`config.mk`:
```
export PLATFORM = sky130hd
export DESIGN_NAME = fifo_ctrl_flat
export DESIGN_NICKNAME = d
export VERILOG_FILES = /design/src/rtl/fifo_ctrl_pkg.sv /design/src/rtl/fifo_ctrl_if.sv /design/src/rtl/fifo_ctrl_edge_detect.sv /design/src/rtl/fifo_ctrl.sv /design/src/flat_wrapper.sv
export SDC_FILE = /design/constraint.sdc
export NUM_CORES = 1
export LEC_CHECK = 0
export ABC_AREA = 1
export CAP_MARGIN = 0
export CORE_ASPECT_RATIO = 1.1
export CORE_MARGIN = 2
export CORE_UTILIZATION = 45
export CTS_BUF_LIST = sky130_fd_sc_hd__clkbuf_4
export DETAILED_ROUTE_END_ITERATION = 6
export DONT_BUFFER_PORTS = 1
export PLACE_DENSITY = 0.57
export SLEW_MARGIN = 30
export SYNTH_ARGS = -nofsm -noshare
export SYNTH_HDL_FRONTEND = slang
export SYNTH_SLANG_ARGS = --single-unit
```
`constraint.sdc`:
```
create_clock -name i_clk -period 2.75 [get_ports i_clk]
set_input_delay 0.275 -clock i_clk [delete_from_list [all_inputs] [get_ports i_clk]]
set_output_delay 0.275 -clock i_clk [all_outputs]
set_load 0.02 [all_outputs]
```
`src/rtl/fifo_ctrl_pkg.sv`:
```
// Shared lab constants and types for the queue controller and its 32x16 distributed RAM.
package fifo_ctrl_pkg;

  localparam int DATA_W = 16;
  localparam int ADDR_W = 5;
  localparam int DEPTH  = 1 << ADDR_W;

  typedef logic [DATA_W-1:0] word_t;
  typedef logic [ADDR_W-1:0] ptr_t;
  typedef logic [ADDR_W:0]   cnt_t;

  // Operation selected for the current cycle; exactly one per cycle.
  typedef enum logic [2:0] {
    OP_IDLE,       // no access, head word previewed on the read port
    OP_PUSH,       // write din at wr_ptr
    OP_POP,        // read head into dout
    OP_POP_DEFER,  // read head now, park the simultaneous push for next cycle
    OP_PEND_WR     // write the parked push word
  } op_e;

endpackage

```
`src/rtl/fifo_ctrl_if.sv`:
```
// Queue-side request/response bundle between a producer/consumer and fifo_ctrl.
interface fifo_ctrl_if;
  import fifo_ctrl_pkg::*;

  logic  push;
  logic  pop;
  word_t din;
  word_t dout;
  logic  full;
  logic  empty;
  cnt_t  count;

  modport master (output push, pop, din, input dout, full, empty, count);
  modport slave  (input push, pop, din, output dout, full, empty, count);

endinterface

```
`src/rtl/fifo_ctrl_edge_detect.sv`:
```
// Rising-edge detector; previous value resets to 1 so a level held through reset gives no pulse.
module fifo_ctrl_edge_detect (
  input  logic i_clk,
  input  logic i_rst,
  input  logic i_sig,
  output logic o_pulse
);

  logic r_prev;

  // Register the previous input level.
  always_ff @(posedge i_clk) begin
    // NOTE: non-blocking assignment so every flop samples pre-edge values.
    if (i_rst) r_prev <= 1'b1;
    else       r_prev <= i_sig;
  end

  assign o_pulse = i_sig & ~r_prev;

endmodule

```
`src/rtl/fifo_ctrl.sv`:
```
// Circular-buffer controller driving an external 32x16 RAM (async read).
module fifo_ctrl
  import fifo_ctrl_pkg::*;
(
  input  logic            i_clk,
  input  logic            i_rst,
  fifo_ctrl_if.slave      bus,
  output ptr_t            o_mem_a,
  output word_t           o_mem_wd,
  output logic            o_mem_we,
  input  word_t           i_mem_rd
);

  logic  w_push_e, w_pop_e;
  logic  w_full, w_empty;
  op_e   w_op;

  ptr_t  r_wr_ptr, r_rd_ptr;
  cnt_t  r_count;
  logic  r_pend;
  word_t r_pend_d;
  word_t r_dout;

  fifo_ctrl_edge_detect u_push_edge (
    .i_clk(i_clk), .i_rst(i_rst), .i_sig(bus.push), .o_pulse(w_push_e)
  );

  fifo_ctrl_edge_detect u_pop_edge (
    .i_clk(i_clk), .i_rst(i_rst), .i_sig(bus.pop), .o_pulse(w_pop_e)
  );

  assign w_full  = (r_count == cnt_t'(DEPTH));
  assign w_empty = (r_count == '0);

  // Pick this cycle's operation: parked push first, then pop, then push.
  always_comb begin
    // NOTE: default assignment first so no path leaves w_op unassigned (no latch).
    w_op = OP_IDLE;
    if (i_rst)                     w_op = OP_IDLE;
    else if (r_pend)               w_op = OP_PEND_WR;
    else if (w_pop_e && !w_empty)  w_op = w_push_e ? OP_POP_DEFER : OP_POP;
    else if (w_push_e && !w_full)  w_op = OP_PUSH;
  end

  // Drive the RAM port; idle and pop cycles address the head word.
  always_comb begin
    o_mem_a  = r_rd_ptr;
    o_mem_wd = bus.din;
    o_mem_we = 1'b0;
    case (w_op)
      OP_PUSH: begin
        o_mem_a  = r_wr_ptr;
        o_mem_we = 1'b1;
      end
      OP_PEND_WR: begin
        o_mem_a  = r_wr_ptr;
        o_mem_wd = r_pend_d;
        o_mem_we = 1'b1;
      end
      default: ;
    endcase
  end

  // Advance pointers, occupancy, the parked push and the dequeued word.
  always_ff @(posedge i_clk) begin
    // NOTE: queue storage is the external RAM and is not cleared; resetting the pointers
    // and count is enough to make stale words unreachable.
    if (i_rst) begin
      r_wr_ptr <= '0;
      r_rd_ptr <= '0;
      r_count  <= '0;
      r_pend   <= 1'b0;
      r_pend_d <= '0;
      r_dout   <= '0;
    end else begin
      case (w_op)
        OP_PUSH: begin
          r_wr_ptr <= r_wr_ptr + ptr_t'(1);
          r_count  <= r_count + cnt_t'(1);
        end
        OP_PEND_WR: begin
          r_wr_ptr <= r_wr_ptr + ptr_t'(1);
          r_count  <= r_count + cnt_t'(1);
          r_pend   <= 1'b0;
        end
        OP_POP: begin
          r_rd_ptr <= r_rd_ptr + ptr_t'(1);
          r_count  <= r_count - cnt_t'(1);
          r_dout   <= i_mem_rd;
        end
        OP_POP_DEFER: begin
          r_rd_ptr <= r_rd_ptr + ptr_t'(1);
          r_count  <= r_count - cnt_t'(1);
          r_dout   <= i_mem_rd;
          r_pend   <= 1'b1;
          r_pend_d <= bus.din;
        end
        default: ;
      endcase
    end
  end

  assign bus.dout  = r_dout;
  assign bus.full  = w_full;
  assign bus.empty = w_empty;
  assign bus.count = r_count;

endmodule

```
`src/flat_wrapper.sv`:
```
// flat-port wrapper written by rule: the top's interface ports become plain ports
module fifo_ctrl_flat import fifo_ctrl_pkg::*;
  (i_clk, i_rst, o_mem_a, o_mem_wd, o_mem_we, i_mem_rd, bus_push, bus_pop, bus_din, bus_dout, bus_full, bus_empty, bus_count);
  fifo_ctrl_if bus_i ();
  input  logic i_clk;
  input  logic i_rst;
  output ptr_t o_mem_a;
  output word_t o_mem_wd;
  output logic o_mem_we;
  input  word_t i_mem_rd;
  input wire logic [$bits(bus_i.push)-1:0] bus_push;
  input wire logic [$bits(bus_i.pop)-1:0] bus_pop;
  input wire logic [$bits(bus_i.din)-1:0] bus_din;
  output wire logic [$bits(bus_i.dout)-1:0] bus_dout;
  output wire logic [$bits(bus_i.full)-1:0] bus_full;
  output wire logic [$bits(bus_i.empty)-1:0] bus_empty;
  output wire logic [$bits(bus_i.count)-1:0] bus_count;
  assign bus_i.push = bus_push;
  assign bus_i.pop = bus_pop;
  assign bus_i.din = bus_din;
  assign bus_dout = bus_i.dout;
  assign bus_full = bus_i.full;
  assign bus_empty = bus_i.empty;
  assign bus_count = bus_i.count;
  fifo_ctrl u_core (.i_clk(i_clk), .i_rst(i_rst), .bus(bus_i), .o_mem_a(o_mem_a), .o_mem_wd(o_mem_wd), .o_mem_we(o_mem_we), .i_mem_rd(i_mem_rd));
endmodule
```
# Word-level counts from Yosys, hierarchy flattened
# Cells that the tools add are included.
# totals
input_bits	36
regBits	51
wordCells	40
# op_classes
addsub	4
bitwise	4
n_reduce_logical	9
n_mux	10
eq_ne	5
# op_table
op	n
16-bit 2-to-1 mux	1
6-bit case mux with 2 select lines	1
5-bit by 1-bit adder with 5-bit output, second input constant	2
3-bit 2-to-1 mux	3
6-bit by 1-bit adder with 6-bit output, second input constant	1
3-bit by 2-bit equality test with 1-bit output, second input constant	2
6-bit equality test, second input constant	1
6-bit logical NOT	1
6-bit by 1-bit subtractor with 6-bit output, second input constant	1
5-bit 2-to-1 mux	1
2-bit nonzero test	2
2-bit OR reduction	2
3-bit by 1-bit equality test with 1-bit output, second input constant	1
3-bit equality test, second input constant	1
1-bit 2-to-1 mux	3
1-bit AND	2
1-bit logical AND	2
1-bit logical NOT	2
1-bit NOT	2
1-bit case mux with 2 select lines	1

# Logic depth before layout (Yosys ltp)
# Gate-level depths: netlist of the first run.
# depth
ltp_word	10
mapped_depth	15

# Cells and area by module
# From an unflattened synthesis of the first run, not the netlist that was laid out.
# unflattened
cells_unflattened	334
area_unflattened_um2	2446.1
# by_module_without_submodules
module	seq_area_each_um2	instances	area_per_inst_um2	cells_each
fifo_ctrl	980.9	1	2371.0	324
fifo_ctrl_edge_detect	20.0	2	37.5	5

# Worst setup path before layout of the first run
# Ideal clock, no wire load.
# synth_path
path_type	register -> register
from	register u_core.r_count[0] (netlist: u_core.bus.count[0])
to	register u_core.r_count[5] (netlist: u_core.bus.count[5])
synth_period_minus_slack_ps	2367
arrival_time_ps	2252
path_stages_with_launch	14
t_required_ps	2635
path_buffers	2
path_slack_ps	383
cell_sequence	dfxtp_1 nor2_2 nand3_2 nand3_2 buf_6 inv_2 buf_4 ha_1 a21oi_1 or2_2 nand3_1 nand3_1 a21oi_1 nor2_1
# synth_between
elab_chain_len	10
word_cells_on_any_way	20
classes_between	2 x add/sub; 5 x eq/ne; 5 x mux; 8 x reduce/logical
# synth_lines
element	line	rtl
from (decl)	fifo_ctrl.sv:19	cnt_t r_count;
from (signal assigned)	fifo_ctrl.sv:79	r_count <= r_count + cnt_t'(1);
from (signal assigned)	fifo_ctrl.sv:83	r_count <= r_count + cnt_t'(1);
from (signal assigned)	fifo_ctrl.sv:88	r_count <= r_count - cnt_t'(1);
6-bit equality test	fifo_ctrl.sv:32	assign w_full = (r_count == cnt_t'(DEPTH));
1-bit logical NOT	fifo_ctrl.sv:42	else if (w_push_e && !w_full) w_op = OP_PUSH;
1-bit logical AND	fifo_ctrl.sv:42	
1-bit 2-to-1 mux	fifo_ctrl.sv:42	
3-bit 2-to-1 mux	fifo_ctrl.sv:41	else if (w_pop_e && !w_empty) w_op = w_push_e ? OP_POP_DEFER : OP_POP;
3-bit 2-to-1 mux	fifo_ctrl.sv:40	else if (r_pend) w_op = OP_PEND_WR;
3-bit 2-to-1 mux	fifo_ctrl.sv:39	if (i_rst) w_op = OP_IDLE;
3-bit by 2-bit equality test with 1-bit output, or another cell as far along	fifo_ctrl.sv:76	case (w_op)
2-bit OR reduction (no line)	n/a	
6-bit case mux with 2 select lines or 2-bit nonzero test (tied branches)	n/a	
# Parallel ways exist; a longest one is shown, timed or not.
# A chain may end at the register's enable or synchronous reset.

# Worst setup path after layout of the first run
# layout_path
from	register u_core.r_count[5] (netlist: u_core.bus.count[5])
to	output port o_mem_a[2]
# layout_between
elab_chain_len	10
word_cells_on_any_way	14
classes_between	3 x eq/ne; 5 x mux; 6 x reduce/logical
# layout_lines
element	line	rtl
6-bit equality test	fifo_ctrl.sv:32	
1-bit logical NOT	fifo_ctrl.sv:42	
1-bit logical AND	fifo_ctrl.sv:42	
1-bit 2-to-1 mux	fifo_ctrl.sv:42	
3-bit 2-to-1 mux (*)	fifo_ctrl.sv:41	
3-bit 2-to-1 mux (*)	fifo_ctrl.sv:40	
3-bit 2-to-1 mux (*)	fifo_ctrl.sv:39	
3-bit by 1-bit equality test with 1-bit output or 3-bit equality test (tied branches)	fifo_ctrl.sv:50	case (w_op)
2-bit OR reduction (no line) (*)	n/a	
5-bit 2-to-1 mux (*)	fifo_ctrl.sv:50	
to (decl)	flat_wrapper.sv:7	output ptr_t o_mem_a;
# Every way passes the cells marked *; elsewhere a longest branch is shown, timed or not.

==> results of run 1 <==
-- flip-flops by register name, indices dropped and copies added (netlist names) --
name,cells
u_core.bus.count,6
u_core.bus.dout,16
u_core.r_pend,1
u_core.r_pend_d,16
u_core.r_rd_ptr,5
u_core.r_wr_ptr,5
u_core.u_pop_edge.r_prev,1
u_core.u_push_edge.r_prev,1
-- worst max-delay path, stage by stage, from the launching register on --
cell and delay (ns):
dfxtp_1 0.54, inv_1 0.07, nor2_1 0.11, nand3_2 0.13, nand4_4 0.20, nand2_4 0.17
o21ai_0 0.57
-- cell type report --
type	instances	area share
multi-input cells	222	0.471
flip-flops and latches	51	0.386
repair buffers	18	0.0625
clock inverters	2	0.00284
inverters	17	0.0251
clock buffers	6	0.0170
well taps	75	0.0355
-- metal layers --
metal	vias up	wire length, um	GRT usage
met2	55	2390	0.288
li1	1015	-	-
met1	897	2200	0.219
met4	0	61	0.0545
met5	-	0	0
met3	6	350	0.0409
-- worst max path at each step --
stage / startpoint / endpoint / slack (ns) / cells after the start
after floorplan: u_core.bus.count[0]$_SDFFE_PP0P_ / u_core.bus.count[5]$_SDFFE_PP0P_ / 0.38 / 13
after global placement: u_core.bus.count[3]$_SDFFE_PP0P_ / u_core.bus.count[5]$_SDFFE_PP0P_ / 0.61 / 11
after detailed placement: u_core.bus.count[3]$_SDFFE_PP0P_ / u_core.bus.count[5]$_SDFFE_PP0P_ / 0.57 / 11
after CTS: u_core.bus.count[5]$_SDFFE_PP0P_ / o_mem_a[2] / 0.28 / 6
after global routing: u_core.bus.count[5]$_SDFFE_PP0P_ / o_mem_a[3] / 0.01 / 6
final: u_core.bus.count[5]$_SDFFE_PP0P_ / o_mem_a[2] / 0.32 / 6
-- through the flow --
step | cell area, um2 | std cells | total power [mW] | hold WS (ns)
2_1_floorplan | 2430 | 304 | 0.880 | 0.380
3_3_place_gp | 2470 | 371 | 0.894 | 0.348
3_5_place_dp | 2470 | 371 | 0.894 | 0.348
4_1_cts | 2640 | 391 | 1.25 | 0.00215
5_1_grt | 2640 | 391 | 1.27 | 0.00965
6_report | 2640 | 391 | 1.22 | 0.0255
-- cell usage in the layout, fill, tap and decap left out, drive strengths merged, types with 2 or more instances in the layout --
| master | n |
|---|---|
| ha | 6 |
| nand3 | 32 |
| nor2 | 54 |
| dlygate4sd3 | 12 |
| nand4 | 5 |
| inv | 17 |
| mux2 | 16 |
| buf | 6 |
| dfxtp | 51 |
| clkinv | 2 |
| a21oi | 13 |
| nand2 | 61 |
| clkbuf | 6 |
| nor3 | 2 |
| xnor2 | 3 |
| xor2 | 2 |
| o21ai | 24 |
-- power by group --
part	switching, mW	internal (mW)
sequential	0.0189	0.751
clock	0.219	0.105
combinational	0.0783	0.0442
total	0.316	0.900
-- what timing repair did --
item                      in CTS  in global routing
hold endpoints to repair      19                  0
setup buffers                  0                  0
hold buffers                  12                  0
-- cells by family after synthesis --
family                   after synthesis  share of synthesized area
buffers and inverters                 31                     0.0675
AO/OA/AOI/OAI                         38                     0.0824
AND/OR/NAND/NOR                      156                      0.298
adder cells (fa/ha/maj)                7                     0.0392
multiplexers                          16                     0.0742
XOR/XNOR                               5                     0.0180
flip-flops                            51                      0.420
==> out/metrics.yaml, run 1 <==
timing:
  clock-skew-final_ns: 0.0130
  setup_ws_ns: 0.322
  finalHoldViolCount: 0
  rsz0062_at_grt: "no"
  clock.fmax_mhz: 412
  period_share: 0.883
  maxSlewViolCount: 0
  tightest_slew_ns: 0.656
  max_slew_margin: 0.558
  setup_violations: 0
  period_minus_slack_ns: 2.43
  finalSetupTns_ns: 0
routing:
  first_iter_violations: 83
  drc_errors: 0
  wl_per_cell_um: 12.8
  drtAntennaViolNets: 0
  via_per_inst: 5.05
  vias: 1973
  wl_um: 5000
  firstDrtPassIters: 4
clock_network:
  cts_buffers: 5
  cts.path.max_buffers: 2
  root_buffer: "clkbuf_4"
  cts.clk_slew.worst_paths_ns: 0.13
  cts_sinks: 51
  post_cts_resize_count: 0
  htreeDepth: 2
  worstSkewPairLatency_ns: 0.36
  cts_tree: "yes"
logic_synthesis:
  yosysMostFrequentCell: "nand2_1"
  synth_ff_type: "dfxtp_1"
  postSynthCellCount: 304
  synth_edf_count: 0
  ys_seq_area_frac: 0.420
  syn-num-nets: 347
  syn_avg_cell_area_um2: 7.99
  async_flop_share: 0
  synth_top_cell_by_area: "dfxtp_1"
  synth.distinct_cells: 35
  synthesis.area_um2: 2430
  ys_seq_elements: 51
  netlist_top_cells_count: "58 x nand2_1, 51 x dfxtp_1, 49 x nor2_1, 28 x nand3_1, 22 x o21ai_0"
  synth_area_leaders: "dfxtp_1 42%, nand2_1 9.0%, nor2_1 7.6%"
  yosysTopAreaCellShare: 0.420
  yosysWarnings: 0
die:
  fp.dieArea_um2: 6000
  start_util: 0.459
  fp.dieH_um: 81.1
  fp.dieW_um: 74.0
  pin_count: 82
  fp-row-count: 28
  fp.coreArea_um2: 5290
place:
  dp_slack_ns: 0.570
  hpwl_um: 3450
  place.gp.congestion: 0.774
  portBuffers: 0
pwr:
  leakagePower_nw: 1.15
  p_per_area_nw_per_um2: 460
  worst_ir_drop_vdd_v: 0.000222
global_routing:
  grt_pass1_vias: 1778
  grt_usage: 0.172
  antenna_found_initial: 0
  grt_pass1_wl_um: 8140
  grt_overflow: 0
  grt_max_degree: 30
critical_path:
  arrival_ns: 2.15
  reg2reg_slack_ns: 0.57
  critPathKind: "reg2out"
  r2r_end: "u_core.bus.count[5]$_SDFFE_PP0P_"
  reg2reg_from: "u_core.bus.count[1]$_SDFFE_PP0P_"
  reg2reg_depth: 11
  cp-end-kind: "output pin"
  critPathMaxFanout: 16
  timing.critical_path.required_ns: 2.48
  startpoint_type: "flip-flop"
worst_hold_path:
  min_from: "i_mem_rd[0]"
  hold_class: "in2reg"
  min_path_cells: 2
  hold_path_end: "u_core.bus.dout[0]$_SDFFE_PP0N_"
status:
  status: "complete, no violations"
final_layout:
  multiInputGateArea_um2: 1240
  diodes: 0
  register_area_um2: 1020
  areaGrowthSynthToFinish_pct: 8.81
  fillCellCount: 562
  drive_gt1_frac: 0.152
  final_util: 0.500
  finalNetCount: 358
run:
  max-cap-violations: 0
No activity file was read; power rests on OpenSTA's default activity.
==> inputs of run 2 (changes only) <==
- CTS_BUF_LIST: sky130_fd_sc_hd__clkbuf_4 -> default
==> out/metrics.yaml, run 2 (synthesis gave the netlist of run 1 again) <==
status:
  status: "complete, no violations"
critical_path:
  slowest_delay_ns: 0.58  # about the same
  cp-end-kind: "output pin"
  r2r_end: "u_core.bus.count[5]$_SDFFE_PP0P_"
  timing.critical_path.required_ns: 2.48  # about the same
  endpoint: "o_mem_a[2]"
  startpoint_type: "flip-flop"
  arrival_ns: 2.08  # -0.07 ns
  critPathMaxFanout: 16  # unchanged
  cp.depth: 6  # unchanged
  reg2reg_slack_ns: 0.58  # about the same
  reg2reg_from: "u_core.bus.count[1]$_SDFFE_PP0P_"
  reg2reg_depth: 11  # unchanged
  cp-startpoint: "u_core.bus.count[5]$_SDFFE_PP0P_"
  cp_top_family: "simple AND/OR/NAND/NOR gates"
  path_buf_inv: 1  # unchanged
  slowest_stage: "o21ai_0"
  critPathKind: "reg2out"
  crit_chain: "inv_1 -> nor2_1 -> nand3_2 -> nand4_4 -> nand2_4 -> o21ai_0"
routing:
  vias: 1934  # -2.0%
  via_per_inst: 5.10  # +1.1%
  drtAntennaViolNets: 0  # unchanged
  firstDrtPassIters: 4  # unchanged
  wl_per_cell_um: 12.9  # +0.92%
  first_iter_violations: 89  # +7.2%
  wl_um: 4890  # -2.2%
  drc_errors: 0  # unchanged
die:
  fp.dieH_um: 81.1  # unchanged
  fp-row-count: 28  # unchanged
  pin_count: 82  # unchanged
  fp.coreArea_um2: 5290  # unchanged
  start_util: 0.459  # unchanged
  fp.dieW_um: 74.0  # unchanged
  fp.dieArea_um2: 6000  # unchanged
final_layout:
  fin_area_um2: 2570  # -2.7%
  layout_commonest_cell: "nand2_1"
  finalNetCount: 346  # -3.4%
  drive_gt1_frac: 0.161  # +0.00929
  final_cell_mix: "58 x nand2_1, 51 x dfxtp_1, 49 x nor2_1, 28 x nand3_1, 22 x o21ai_0"
  final_util: 0.486  # -0.0137
  diodes: 0  # unchanged
  areaGrowthSynthToFinish_pct: 5.82
  fillCellCount: 562  # unchanged
timing:
  rsz0062_at_grt: "no"
  period_share: 0.857  # -0.0264
  setup_violations: 0  # unchanged
  period_minus_slack_ns: 2.36  # -0.0727 ns
  clock-skew-final_ns: 0.00667  # -0.00629 ns
  max_slew_margin: 0.553  # -0.00481
  finalSetupTns_ns: 0  # unchanged
  clock.fmax_mhz: 425  # +3.1%
  maxSlewViolCount: 0  # unchanged
  tightest_slew_ns: 0.663  # +0.00714 ns
  finalHoldViolCount: 0  # unchanged
pwr:
  p_per_area_nw_per_um2: 521  # +13%
  leakagePower_nw: 1.12  # -2.5%
  worst_ir_drop_vdd_v: 0.000268  # +20%
clock_network:
  holdBufCountCts: 0  # -12
  cts.clk_slew.worst_paths_ns: 0.09  # -0.04 ns
  cts_tree: "yes"
  cts_sinks: 51  # unchanged
  worstSkewPairLatency_ns: 0.30  # -0.06 ns
  cts.path.max_buffers: 2  # unchanged
  root_buffer: "clkbuf_8"
  htreeDepth: 2  # unchanged
  post_cts_resize_count: 0  # unchanged
  cts_setup_buffers: 0  # unchanged
  cts_buffers: 5  # unchanged
global_routing:
  grt_max_degree: 30  # unchanged
  grt_overflow: 0  # unchanged
  grt_usage: 0.167  # -0.00531
  grt_pass1_vias: 1675  # -5.8%
  grt_pass1_wl_um: 7870  # -3.2%
  antenna_found_initial: 0  # unchanged
worst_hold_path:
  min_path_cells: 1  # -1
  hold_class: "in2reg"
run:
  max-cap-violations: 0  # unchanged
place:
  portBuffers: 0  # unchanged
  hpwl_um: 3450  # unchanged
  place.gp.congestion: 0.774  # unchanged
  place_area_um2: 2470  # unchanged
## run 2: worst min path at each step
stage / from / end
after global placement: i_rst / u_core.r_wr_ptr[4]$_SDFFE_PP0P_
after detailed placement: i_rst / u_core.r_wr_ptr[0]$_SDFFE_PP0P_
final: i_rst / u_core.r_wr_ptr[0]$_SDFFE_PP0P_
after CTS: i_rst / u_core.r_wr_ptr[0]$_SDFFE_PP0P_
after floorplan: bus_push / u_core.u_push_edge.r_prev$_SDFF_PP1_
after global routing: i_rst / u_core.bus.count[0]$_SDFFE_PP0P_
## run 2: power breakdown
part	internal [mW]	leakage [nW]	switching, mW
registers	0.750	0.412	0.0189
logic	0.0329	0.658	0.0734
clock network	0.230	0.0515	0.235
## run 2: stage by stage
step           setup slack, ns  hold WS, ns  total power, mW  cells
6_report                 0.394       0.0293             1.34    379
3_5_place_dp             0.570        0.348            0.894    371
4_1_cts                  0.368       0.0195             1.36    379
3_3_place_gp             0.606        0.348            0.894    371
2_1_floorplan            0.383        0.380            0.880    304
5_1_grt                  0.102       0.0163             1.40    379
## run 2: worst register-to-register path, stage by stage, from the launching register on
cell     delay [ns]
dfxtp_1        0.44
nor2_2         0.19
nand3_2        0.12
nand3_2        0.09
inv_2          0.10
ha_1           0.38
a21oi_1        0.11
or2_2          0.29
nand3_1        0.07
nand3_1        0.10
a21oi_1        0.14
nor2_1         0.05
## run 2: cell type report
cell class	count	area [um2]	share of cell area
tap	75	93.8	0.0365
inverter	17	66.3	0.0258
multi-input combinational	222	1240	0.484
clock buffer	8	100	0.0389
sequential	51	1020	0.397
timing repair buffer	6	45.0	0.0175
## run 2: layer usage
layer / up-vias / global-route usage / wire length, um
met2: 55 / 0.267 / 2300
li1: 991 / - / -
met1: 882 / 0.220 / 2170
met4: 0 / 0.0491 / 61
met5: - / 0 / 0
met3: 6 / 0.0459 / 359
